[config.mk]
export PLATFORM = sky130hd
export DESIGN_NAME = shot_resolver_fsm
export DESIGN_NICKNAME = d
export VERILOG_FILES = /design/src/rtl/shot_resolver_fsm.sv
export SDC_FILE = /design/constraint.sdc
export NUM_CORES = 1
export LEC_CHECK = 0
export ABC_CLOCK_PERIOD_IN_PS = 7200
export CAP_MARGIN = 15
export CORE_MARGIN = 10
export CORE_UTILIZATION = 26
export CTS_BUF_LIST = sky130_fd_sc_hd__clkbuf_16
export DETAILED_ROUTE_END_ITERATION = 7
export MAX_ROUTING_LAYER = met4
export SLEW_MARGIN = 25
export SYNTH_ARGS = -nofsm -noshare
export SYNTH_HDL_FRONTEND = slang
export SYNTH_SLANG_ARGS = --single-unit
[constraint.sdc]
create_clock -name clk -period 7.2 [get_ports clk]
set_input_delay 1.8 -clock clk [delete_from_list [all_inputs] [get_ports clk]]
set_output_delay 1.8 -clock clk [all_outputs]
set_load 0.02 [all_outputs]
[src/rtl/shot_resolver_fsm.sv]
// Opponent-board shot resolver: accepts shots on a valid/ready handshake and resolves each one in a fixed 2-cycle pipeline.
// Optional shot budget enabled by defining SHOT_LIMIT_EN (adds the out_of_shots port).
module shot_resolver_fsm #(
    parameter  int N         = 5,
    parameter  int CW        = 3,
    parameter  int SCW       = 8,
    parameter  int MAX_SHOTS = 20,
    localparam int XW        = (N > 2) ? $clog2(N) : 1,
    localparam int SLW       = $clog2(N*N+1),
    localparam int BW        = N*N*CW
) (
    input  logic           clk,
    input  logic           rst_n,
    input  logic           load,
    input  logic [BW-1:0]  board_in,
    input  logic           shot_valid,
    output logic           shot_ready,
    input  logic [XW-1:0]  shot_x,
    input  logic [XW-1:0]  shot_y,
    output logic           res_valid,
    output logic [1:0]     res_code,
    output logic [BW-1:0]  board_out,
    output logic [SLW-1:0] ships_left,
    output logic [SCW-1:0] shots_taken,
    output logic           game_over,
`ifdef SHOT_LIMIT_EN
    output logic           out_of_shots,
`endif
    output logic [2:0]     state_dbg
);

    localparam int IW = (N*N > 2) ? $clog2(N*N) : 1;

    localparam logic [CW-1:0] C_WATER = CW'(3'b001);
    localparam logic [CW-1:0] C_SHIP  = CW'(3'b010);
    localparam logic [CW-1:0] C_HIT   = CW'(3'b111);
    localparam logic [CW-1:0] C_NHIT  = CW'(3'b100);

    typedef enum logic [2:0] {
        IDLE    = 3'd0,
        ARMED   = 3'd1,
        RESOLVE = 3'd2,
        REPORT  = 3'd3,
        OVER    = 3'd4
    } state_t;

    state_t         state;
    logic [CW-1:0]  cells [N*N];
    logic [XW-1:0]  x_q;
    logic [XW-1:0]  y_q;
    logic [SLW-1:0] load_ships;
    logic           in_range;
    logic [IW-1:0]  cell_idx;
    logic [CW-1:0]  cur_cell;

    // Handshake: a shot transfers on a rising edge where shot_valid && shot_ready;
    // shot_ready depends only on state, never on shot_valid.
    assign shot_ready = (state == ARMED);
    assign state_dbg  = state;

    for (genvar g = 0; g < N*N; g++) begin : g_pack
        assign board_out[g*CW +: CW] = cells[g];
    end

    always_comb begin
        load_ships = '0;
        for (int i = 0; i < N*N; i++) begin
            if (board_in[i*CW +: CW] == C_SHIP) load_ships = load_ships + SLW'(1);
        end
    end

    // Out-of-range coordinates never address the array; they resolve as invalid.
    always_comb begin
        in_range = ({1'b0, x_q} < (XW+1)'(N)) && ({1'b0, y_q} < (XW+1)'(N));
        cell_idx = in_range ? IW'(int'(x_q) * N + int'(y_q)) : '0;
        cur_cell = cells[cell_idx];
    end

    always_ff @(posedge clk or negedge rst_n) begin
        if (!rst_n) begin
            state       <= IDLE;
            for (int i = 0; i < N*N; i++) cells[i] <= C_WATER;
            x_q         <= '0;
            y_q         <= '0;
            res_valid   <= 1'b0;
            res_code    <= 2'b00;
            ships_left  <= '0;
            shots_taken <= '0;
            game_over   <= 1'b0;
`ifdef SHOT_LIMIT_EN
            out_of_shots <= 1'b0;
`endif
        end else if (load) begin
            for (int i = 0; i < N*N; i++) cells[i] <= board_in[i*CW +: CW];
            ships_left  <= load_ships;
            shots_taken <= '0;
            game_over   <= (load_ships == '0);
            res_valid   <= 1'b0;
            state       <= (load_ships == '0) ? OVER : ARMED;
`ifdef SHOT_LIMIT_EN
            out_of_shots <= 1'b0;
`endif
        end else begin
            case (state)
                IDLE: ;
                ARMED: begin
                    if (shot_valid) begin
                        x_q   <= shot_x;
                        y_q   <= shot_y;
                        state <= RESOLVE;
                    end
                end
                RESOLVE: begin
                    res_valid <= 1'b1;
                    state     <= REPORT;
                    if (!in_range) begin
                        res_code <= 2'b11;
                    end else if (cur_cell == C_SHIP) begin
                        cells[cell_idx] <= C_HIT;
                        res_code        <= 2'b01;
                        ships_left      <= ships_left - SLW'(1);
                        if (shots_taken != '1) shots_taken <= shots_taken + SCW'(1);
                    end else if (cur_cell == C_HIT || cur_cell == C_NHIT) begin
                        res_code <= 2'b10;
                    end else begin
                        cells[cell_idx] <= C_NHIT;
                        res_code        <= 2'b00;
                        if (shots_taken != '1) shots_taken <= shots_taken + SCW'(1);
                    end
                end
                REPORT: begin
                    res_valid <= 1'b0;
                    if (ships_left == '0) begin
                        game_over <= 1'b1;
                        state     <= OVER;
`ifdef SHOT_LIMIT_EN
                    end else if (shots_taken == SCW'(MAX_SHOTS)) begin
                        out_of_shots <= 1'b1;
                        state        <= OVER;
`endif
                    end else begin
                        state <= ARMED;
                    end
                end
                OVER: ;
                default: state <= IDLE;
            endcase
        end
    end

endmodule

==> impl_metrics.py, run 1 <==
metrics = {
    "run_status": {
        "status": "finished, violations left",
        "violations": "setup timing",
    },
    "routing": {
        "wl_per_cell_um": 18.3,
        "vias": 8984,
        "drc": 0,
        "avgViaCountPerCell": 4.89,
        "drtAntennaViolNets": 0,
        "wl_um": 33600,
        "firstDrtPassIters": 5,
        "drt_iter0_markers": 510,
    },
    "synthesis": {
        "synthSimpleGateAreaFrac": 0.245,
        "ys.flop_type": "dfrtp_1",
        "ys_warn_count": 0,
        "synthArstFlopShare": 1.00,
        "synth_top_area_cell": "dfrtp_1",
        "synth_fa_ha_area_frac": 0.0520,
        "synth_common_cells": "nand2_1 (158), nor2_1 (122), dfrtp_1 (76)",
        "netlist-cell-type-count": 75,
        "synthTopCellsByArea": "dfrtp_1 (22%), dfstp_2 (7.7%), nand2_1 (6.9%)",
        "ys_ff_latch": 101,
        "synth.most_common_cell": "nand2_1",
        "avgSynthCellArea_um2": 8.31,
        "synthXorXnorAreaFrac": 0.143,
        "netlist.area_leader.share": 0.222,
        "synthMuxAreaShare": 0.0457,
        "seq_area_frac_synth": 0.299,
        "synth_top_family_by_area": "simple AND/OR/NAND/NOR gates",
        "synthesis.nets": 1151,
        "synth_edf_count": 0,
        "synth_compound_area_frac": 0.184,
        "syn_inst": 1031,
        "syn_area_um2": 8570,
    },
    "power_and_ir_drop": {
        "swShare": 0.499,
        "power_frac_clock": 0.119,
        "p_leak_nw": 5.51,
        "power_density_nw_per_um2": 343,
        "comb_power_share": 0.712,
        "ir_drop_uv": 247,
        "seqPwrFrac": 0.169,
        "p_int_mw": 2.25,
        "switching_power_mw": 2.24,
    },
    "timing": {
        "hold_viol": 0,
        "holdWs_ns": 0.523,
        "min_period_over_period": 2.07,
        "fin_crit_ns": 14.90,
        "slew_violations": 0,
        "worst_slack_ns": -7.70,
        "slew_headroom": 0.335,
        "tightest_slew_ns": 0.990,
        "rsz0062_at_grt": "yes",
        "finalSetupTns_ns": -52.01,
        "fin_worst_skew_ns": 0.0164,
        "fmax_mhz": 67.1,
        "final-setup-viol-count": 7,
    },
    "setup_path": {
        "start_kind": "input pin",
        "slowest_stage": "or3b_4",
        "crit_type": "in -> reg",
        "slowest_delay_ns": 0.42,
        "critPathArrivalTime_ns": 15.11,
        "worstPathRequired_ns": 7.40,
        "rrSetupSlack_ns": 1.69,
        "critPathMaxFanout": 3,
        "crit_top_cell": "ha_4",
        "end_kind": "flop",
    },
    "floorplanning": {
        "die-area_um2": 40600,
        "core_area_um2": 32500,
        "ios": 181,
        "fp.dieH_um": 202,
        "initial_utilization": 0.263,
        "fp.dieW_um": 202,
        "rows": 66,
    },
    "grt": {
        "gr-total-overflow": 0,
        "first_global_vias": 8904,
        "grt_pass1_wl_um": 51400,
        "gr-usage-all-layers": 0.165,
        "antenna_found_initial": 2,
        "grt_max_degree": 102,
    },
    "clocking": {
        "cts-root-buf": "clkbuf_16",
        "clkLatencyLatePin_ns": 0.37,
        "cts_buffer_depth": 2,
        "ctsHoldBuffers": 0,
        "cts_tree": "yes",
        "cts.sinks": 101,
        "cts_buffers": 9,
        "clk_pin_slew_worst_paths_ns": 0.08,
        "htree_levels": 3,
    },
    "layout": {
        "final_area_um2": 13100,
        "area_delta_synth_final_pct": 52.5,
        "nets": 1509,
        "final_layout_size_suffix_gt1_frac": 0.260,
    },
    "placement": {
        "port-buffer-count": 180,
        "routabilityCongestion": 0.924,
        "hpwl_um": 26700,
        "placed_area_um2": 12400,
    },
    "hold_path": {
        "hp-class": "reg -> reg",
    },
    "flow_run": {
        "drv_cap": 0,
    },
}
[cell families after synthesis]
family	count (synthesis)
AO/OA/AOI/OAI	249
XOR/XNOR	103
adder cells (fa/ha/maj)	35
buffers and inverters	72
flip-flops	101
multiplexers	38
AND/OR/NAND/NOR	433
[power groups by stage]
stage               Clock [mW]  Sequential, mW  Combinational [mW]
finish                   0.532           0.759                3.20
global route             0.563           0.774                3.47
CTS                      0.543           0.761                3.12
detailed placement           0           0.770                3.00
global placement             0           0.768                2.97
floorplan                    0           0.820                1.78
[layout by cell type (no fill, tap or decap), drive strengths merged, types with 33 or more instances in the layout]
| cell | synthesis | layout |
|---|---|---|
| xnor2 | 61 | 61 |
| nand2 | 158 | 158 |
| clkdlybuf4s50 | 0 | 170 |
| nor2 | 123 | 123 |
| inv | 29 | 33 |
| buf | 4 | 213 |
| dfrtp | 76 | 76 |
| ha | 34 | 34 |
| o21ai | 69 | 69 |
| a21oi | 73 | 73 |
[metal layers]
layer  vias to the layer above  track usage  wire length (um)
li1                       4406            -                 -
met1                      4264        0.206             14800
met2                       266        0.268             16200
met3                        48       0.0210              1630
met4                         0       0.0601              1010
met5                         -            -                 0
[worst max-delay path, delay by kind of cell]
kind	cells	cell delay, ns
compound gates	19	2.69
simple gates	23	2.75
mux	6	1.31
fa+ha+maj	23	5.72
buf+inv	10	0.64
xor+xnor	1	0.13
[what timing repair did]
item	in CTS	in global routing
buffers inserted	19	8
endpoints found under the setup margin	7	7
gates resized for setup	20	28
endpoints found under the hold margin	0	0
pin swaps	19	27
[final cells by class]
type | count | area [um2]
sequential | 101 | 2560
clock inverter | 7 | 80.1
clock buffer | 9 | 225
multi-input combinational | 858 | 6140
timing repair buffer | 390 | 3390
tap | 442 | 553
antenna | 2 | 5.00
fill | 3265 | 19500
inverter | 29 | 111
[final timing paths]
kind | cells past startpoint | start | to
worst max-delay path | 82 | board_in[3] | state_dbg[2]
worst min-delay path | 2 | flop | flop
worst max register to register | 18 | x_q[2] | flop
worst min register to register | 2 | flop | flop
max in group asynchronous | 2 | rst_n | res_valid
min in group asynchronous | 1 | rst_n | asynchronous set/reset pin
[per-stage QoR]
| step | utilization | setup WS, ns | std cells | power (mW) |
|---|---|---|---|---|
| finish | 0.402 | -7.70 | 1838 | 4.49 |
| detailed placement | 0.380 | -8.80 | 1793 | 3.77 |
| CTS | 0.397 | -7.87 | 1828 | 4.42 |
| global route | 0.402 | -8.45 | 1838 | 4.81 |
| floorplan | - | -7.75 | 1031 | 2.60 |
| global placement | 0.380 | -8.38 | 1793 | 3.74 |
Power figures use the tool's default switching activity.
==> run 2, diff against run 1 <==
ABC_CLOCK_PERIOD_IN_PS = not set   (was 7200)
GPL_ROUTABILITY_DRIVEN = 0   (was not set)
==> impl_metrics.py, run 2 (same netlist as run 1, synthesis figures left out) <==
metrics = {
    "floorplanning": {
        "initial_utilization": 0.263,
        "core_area_um2": 32500,
        "fp.dieW_um": 202,
        "fp.dieH_um": 202,
        "rows": 66,
        "die-area_um2": 40600,
        "ios": 181,
    },
    "grt": {
        "antenna_found_initial": 2,
        "grt_pass1_wl_um": 52000,
        "first_global_vias": 9161,
        "gr-usage-all-layers": 0.166,
        "grt_max_degree": 102,
        "gr-total-overflow": 0,
    },
    "setup_path": {
        "crit_top_cell": "ha_4",
        "crit_type": "in -> reg",
        "critPathMaxFanout": 4,
        "worstPathRequired_ns": 7.41,
        "r2r_cells": 18,
        "slowest_delay_ns": 0.42,
        "end_kind": "flop",
        "start_kind": "input pin",
        "critPathArrivalTime_ns": 14.88,
        "slowest_stage": "or3b_4",
    },
    "timing": {
        "slew_headroom": 0.341,
        "tightest_slew_ns": 0.981,
        "min_period_over_period": 2.04,
        "final-setup-viol-count": 7,
        "fin_crit_ns": 14.67,
        "hold_viol": 0,
        "holdWs_ns": 0.532,
        "slew_violations": 0,
        "worst_slack_ns": -7.47,
        "fin_worst_skew_ns": 0.00862,
        "rsz0062_at_grt": "yes",
        "fmax_mhz": 68.2,
    },
    "clocking": {
        "cts_buffers": 9,
        "clkLatencyLatePin_ns": 0.37,
        "cts-root-buf": "clkbuf_16",
        "ctsHoldBuffers": 0,
        "cts_buffer_depth": 2,
        "htree_levels": 3,
        "clk_pin_slew_worst_paths_ns": 0.09,
        "cts_tree": "yes",
        "cts.sinks": 101,
    },
    "layout": {
        "layout_commonest_cell": "buf_4",
        "nFillCells": 3340,
        "nets": 1503,
        "area_delta_synth_final_pct": 52.5,
        "finalNonFillerCells": 1832,
        "final_cell_mix": "buf_4 (204), clkdlybuf4s50_1 (169), nand2_1 (153)",
        "final_layout_size_suffix_gt1_frac": 0.264,
    },
    "run_status": {
        "violations": "setup timing",
        "status": "finished, violations left",
    },
    "routing": {
        "drtAntennaViolNets": 0,
        "firstDrtPassIters": 6,
        "wl_per_cell_um": 18.3,
        "vias": 9069,
        "drt_iter0_markers": 439,
        "avgViaCountPerCell": 4.95,
        "drc": 0,
        "wl_um": 33600,
    },
    "hold_path": {
        "hold_depth": 2,
        "hp-class": "reg -> reg",
    },
    "power_and_ir_drop": {
        "power_density_nw_per_um2": 347,
        "p_leak_nw": 5.51,
        "ir_drop_uv": 265,
    },
    "placement": {
        "place.detailed.instances": 1791,
        "hpwl_um": 26700,
        "dp_slack_ns": -8.75,
        "port-buffer-count": 180,
    },
    "flow_run": {
        "drv_cap": 0,
    },
}
-- run 2: cell types whose count changed in the layout (fill, tap and decap cells not counted), moves of 2 or more --
cell / previous run / this run
nand2_1: 156 / 153
dlymetal6s2s_1: 5 / 3
clkinv_4: 0 / 2
nand2_4: 0 / 2
buf_4: 211 / 204
inv_1: 21 / 19
clkbuf_2: 2 / 4
inv_8: 1 / 3
inv_6: 3 / 1
inv_2: 7 / 9
-- run 2: power breakdown --
group          internal [mW]  switching (mW)
clock network          0.248           0.270
registers              0.661          0.0960
logic                   1.32            1.93
total                   2.23            2.30
-- run 2: final cells by class --
| class | instances | area, um2 | area share |
|---|---|---|---|
| Antenna cell | 2 | 5.00 | 0.000383 |
| Clock buffer | 9 | 225 | 0.0172 |
| Clock inverter | 7 | 76.3 | 0.00584 |
| Inverter | 29 | 111 | 0.00852 |
| Multi-Input combinational cell | 858 | 6190 | 0.474 |
| Sequential cell | 101 | 2560 | 0.196 |
| Tap cell | 442 | 553 | 0.0423 |
| Timing Repair Buffer | 384 | 3340 | 0.256 |
-- run 2: per-layer routing --
metal,track usage,share of wire,vias to the layer above
met4,0.0639,0.035,0
met5,-,0,-
met3,0.0202,0.036,52
li1,-,-,4410
met1,0.205,0.45,4375
met2,0.271,0.48,232
-- run 2: what timing repair did --
action | 4_1_cts | 5_1_grt
pin swaps | 21 | 13
setup buffers | 13 | 10
setup endpoints to repair | 7 | 7
resized for setup | 35 | 31
cloned | 0 | 0
-- run 2: worst max-delay path, delay by kind of cell --
family / cells / cell delay [ns]
AOI/OAI and AO/OA: 19 / 2.58
xor gates and xnor gates: 1 / 0.13
adders and majority gates: 23 / 5.75
buffers and inverters: 10 / 0.63
muxes: 6 / 1.34
and+or+nand+nor: 23 / 2.64
-- run 2: path summary, 6_finish.rpt --
| kind | start | end | slack [ns] |
|---|---|---|---|
| worst max-delay path | board_in[5] | state_dbg[2] | -7.47 |
| worst min-delay path | flop | flop | 0.53 |
| worst max register to register | x_q[0] | flop | 1.77 |
| worst min register to register | flop | flop | 0.53 |
| max in group asynchronous | rst_n | board_out[65] | 4.54 |
| min in group asynchronous | rst_n | board_out[8] | 1.47 |
-- run 2: stage by stage --
step | cell area, um2 | util | TNS (ns) | power [mW]
floorplan | 8790 | - | -52.56 | 2.60
CTS | 12900 | 0.396 | -51.45 | 4.44
detailed placement | 12400 | 0.380 | -59.37 | 3.79
global placement | 12400 | 0.380 | -56.56 | 3.73
global route | 13100 | 0.402 | -54.78 | 4.84
finish | 13100 | 0.402 | -50.40 | 4.53
==> run 3, diff against run 2 <==
GPL_TIMING_DRIVEN = 0   (was not set)
SETUP_SLACK_MARGIN = 0.2   (was not set)
==> impl_metrics.py, run 3 (same netlist as run 1, synthesis figures left out) <==
metrics = {
    "run_status": {
        "status": "finished, violations left",
        "violations": "setup timing",
    },
    "clocking": {
        "cts.sinks": 101,
        "clkLatencyLatePin_ns": 0.37,
        "clk_pin_slew_worst_paths_ns": 0.08,
        "cts_buffers": 9,
        "cts_buffer_depth": 2,
        "cts_tree": "yes",
        "cts-root-buf": "clkbuf_16",
        "htree_levels": 3,
    },
    "setup_path": {
        "critPathArrivalTime_ns": 15.26,
        "start_kind": "input pin",
        "critPathMaxFanout": 3,
        "rrSetupSlack_ns": 1.23,
        "critPathBufInv": 10,
        "slowest_stage": "or3b_4",
        "crit_family": "adder cells",
        "crit_type": "in -> reg",
        "crit_top_cell": "ha_4",
        "end_kind": "flop",
        "slowest_delay_ns": 0.41,
        "worstPathRequired_ns": 7.41,
    },
    "grt": {
        "antenna_found_initial": 3,
        "gr-total-overflow": 0,
        "gr-usage-all-layers": 0.173,
        "grt_max_degree": 53,
        "grt_pass1_wl_um": 53500,
        "first_global_vias": 8819,
    },
    "floorplanning": {
        "rows": 66,
        "fp.dieH_um": 202,
        "fp.dieW_um": 202,
        "initial_utilization": 0.263,
        "core_area_um2": 32500,
        "die-area_um2": 40600,
        "ios": 181,
    },
    "power_and_ir_drop": {
        "swShare": 0.527,
        "power_density_nw_per_um2": 362,
        "seqPwrFrac": 0.174,
        "ir_drop_uv": 297,
        "p_int_mw": 2.07,
        "comb_power_share": 0.713,
        "p_leak_nw": 4.75,
        "switching_power_mw": 2.30,
        "power_frac_clock": 0.113,
    },
    "layout": {
        "area_delta_synth_final_pct": 41.2,
        "final_area_um2": 12100,
        "nets": 1390,
        "multi_input_area_um2": 6230,
        "final_cell_mix": "clkdlybuf4s50_1 (170), nand2_1 (155), nor2_1 (114)",
        "layout_commonest_cell": "clkdlybuf4s50_1",
        "nFillCells": 3407,
        "final_layout_size_suffix_gt1_frac": 0.163,
        "seq_area_um2": 2560,
    },
    "placement": {
        "port-buffer-count": 180,
        "hpwl_um": 28300,
        "dp_slack_ns": -9.56,
        "placed_area_um2": 11200,
    },
    "routing": {
        "avgViaCountPerCell": 5.08,
        "vias": 8735,
        "wl_um": 35500,
        "drc": 0,
        "firstDrtPassIters": 5,
        "drt_iter0_markers": 607,
        "drtAntennaViolNets": 0,
        "wl_per_cell_um": 20.7,
    },
    "hold_path": {
        "hp-class": "reg -> reg",
    },
    "timing": {
        "hold_viol": 0,
        "rsz0062_at_grt": "yes",
        "final-setup-viol-count": 7,
        "worst_slack_ns": -7.86,
        "slew_violations": 0,
        "fmax_mhz": 66.4,
        "fin_crit_ns": 15.06,
        "tightest_slew_ns": 1.18,
        "min_period_over_period": 2.09,
        "slew_headroom": 0.210,
        "fin_worst_skew_ns": 0.0180,
    },
    "flow_run": {
        "drv_cap": 0,
    },
}
## run 3: metal layers
metal	up-vias	wire, um	track usage
met4	0	1070	0.0577
met1	4182	14700	0.200
met3	52	2730	0.0490
li1	4179	-	-
met2	322	17000	0.285
met5	-	0	-
## run 3: worst paths after layout
kind,from,to,depth (start not counted)
min,flop,flop,2
min reg2reg,flop,flop,2
min in group asynchronous,rst_n,asynchronous set/reset pin,1
max in group asynchronous,rst_n,asynchronous set/reset pin,2
max,board_in[5],state_dbg[2],82
max reg2reg,x_q[1],flop,17
## run 3: through the flow
step | power, mW | hold slack (ns) | util | std cells | setup TNS (ns)
floorplan | 2.60 | 0.502 | - | 1031 | -52.56
global placement | 3.50 | 0.499 | 0.342 | 1653 | -63.50
detailed placement | 3.54 | 0.496 | 0.344 | 1655 | -64.80
CTS | 4.21 | 0.509 | 0.366 | 1710 | -53.35
global route | 4.66 | 0.558 | 0.372 | 1720 | -58.67
finish | 4.38 | 0.510 | 0.372 | 1720 | -53.07
## run 3: worst reg2reg max path, cell delays in order (launching register included)
cell	delay (ns)
dfrtp_1	0.42
ha_1	0.31
ha_1	0.29
clkbuf_1	0.28
clkbuf_1	0.48
buf_1	0.63
a21oi_1	0.16
o221ai_1	0.21
o22ai_1	0.10
a221oi_1	0.39
o2111ai_1	0.44
nand3_1	0.24
nand3_1	0.36
nor4_2	0.80
nand2_1	0.28
nor3_1	0.27
a21oi_1	0.07
o21ai_0	0.15
## run 3: area by class of cell
| type | instances | area share |
|---|---|---|
| tap | 442 | 0.0457 |
| antenna | 3 | 0.000620 |
| clock inverter | 7 | 0.00538 |
| clock buffer | 9 | 0.0186 |
| timing repair buffer | 228 | 0.181 |
| inverter | 29 | 0.00920 |
| buffer | 43 | 0.0133 |
| multi-input combinational | 858 | 0.515 |
| sequential | 101 | 0.211 |
## run 3: power groups by stage
stage          clock (mW)  combinational, mW  sequential (mW)
2_1_floorplan           0               1.78            0.820
3_3_place_gp            0               2.73            0.769
3_5_place_dp            0               2.77            0.769
4_1_cts             0.502               2.95            0.760
5_1_grt             0.522               3.37            0.775
6_report            0.493               3.12            0.760
## run 3: what timing repair did
action                                  in CTS  in global routing
hold buffers                                 0                  0
pin swaps                                   19                 23
endpoints found under the setup margin       7                  7
gates resized for setup                     39                 31
buffers inserted                            39                  7
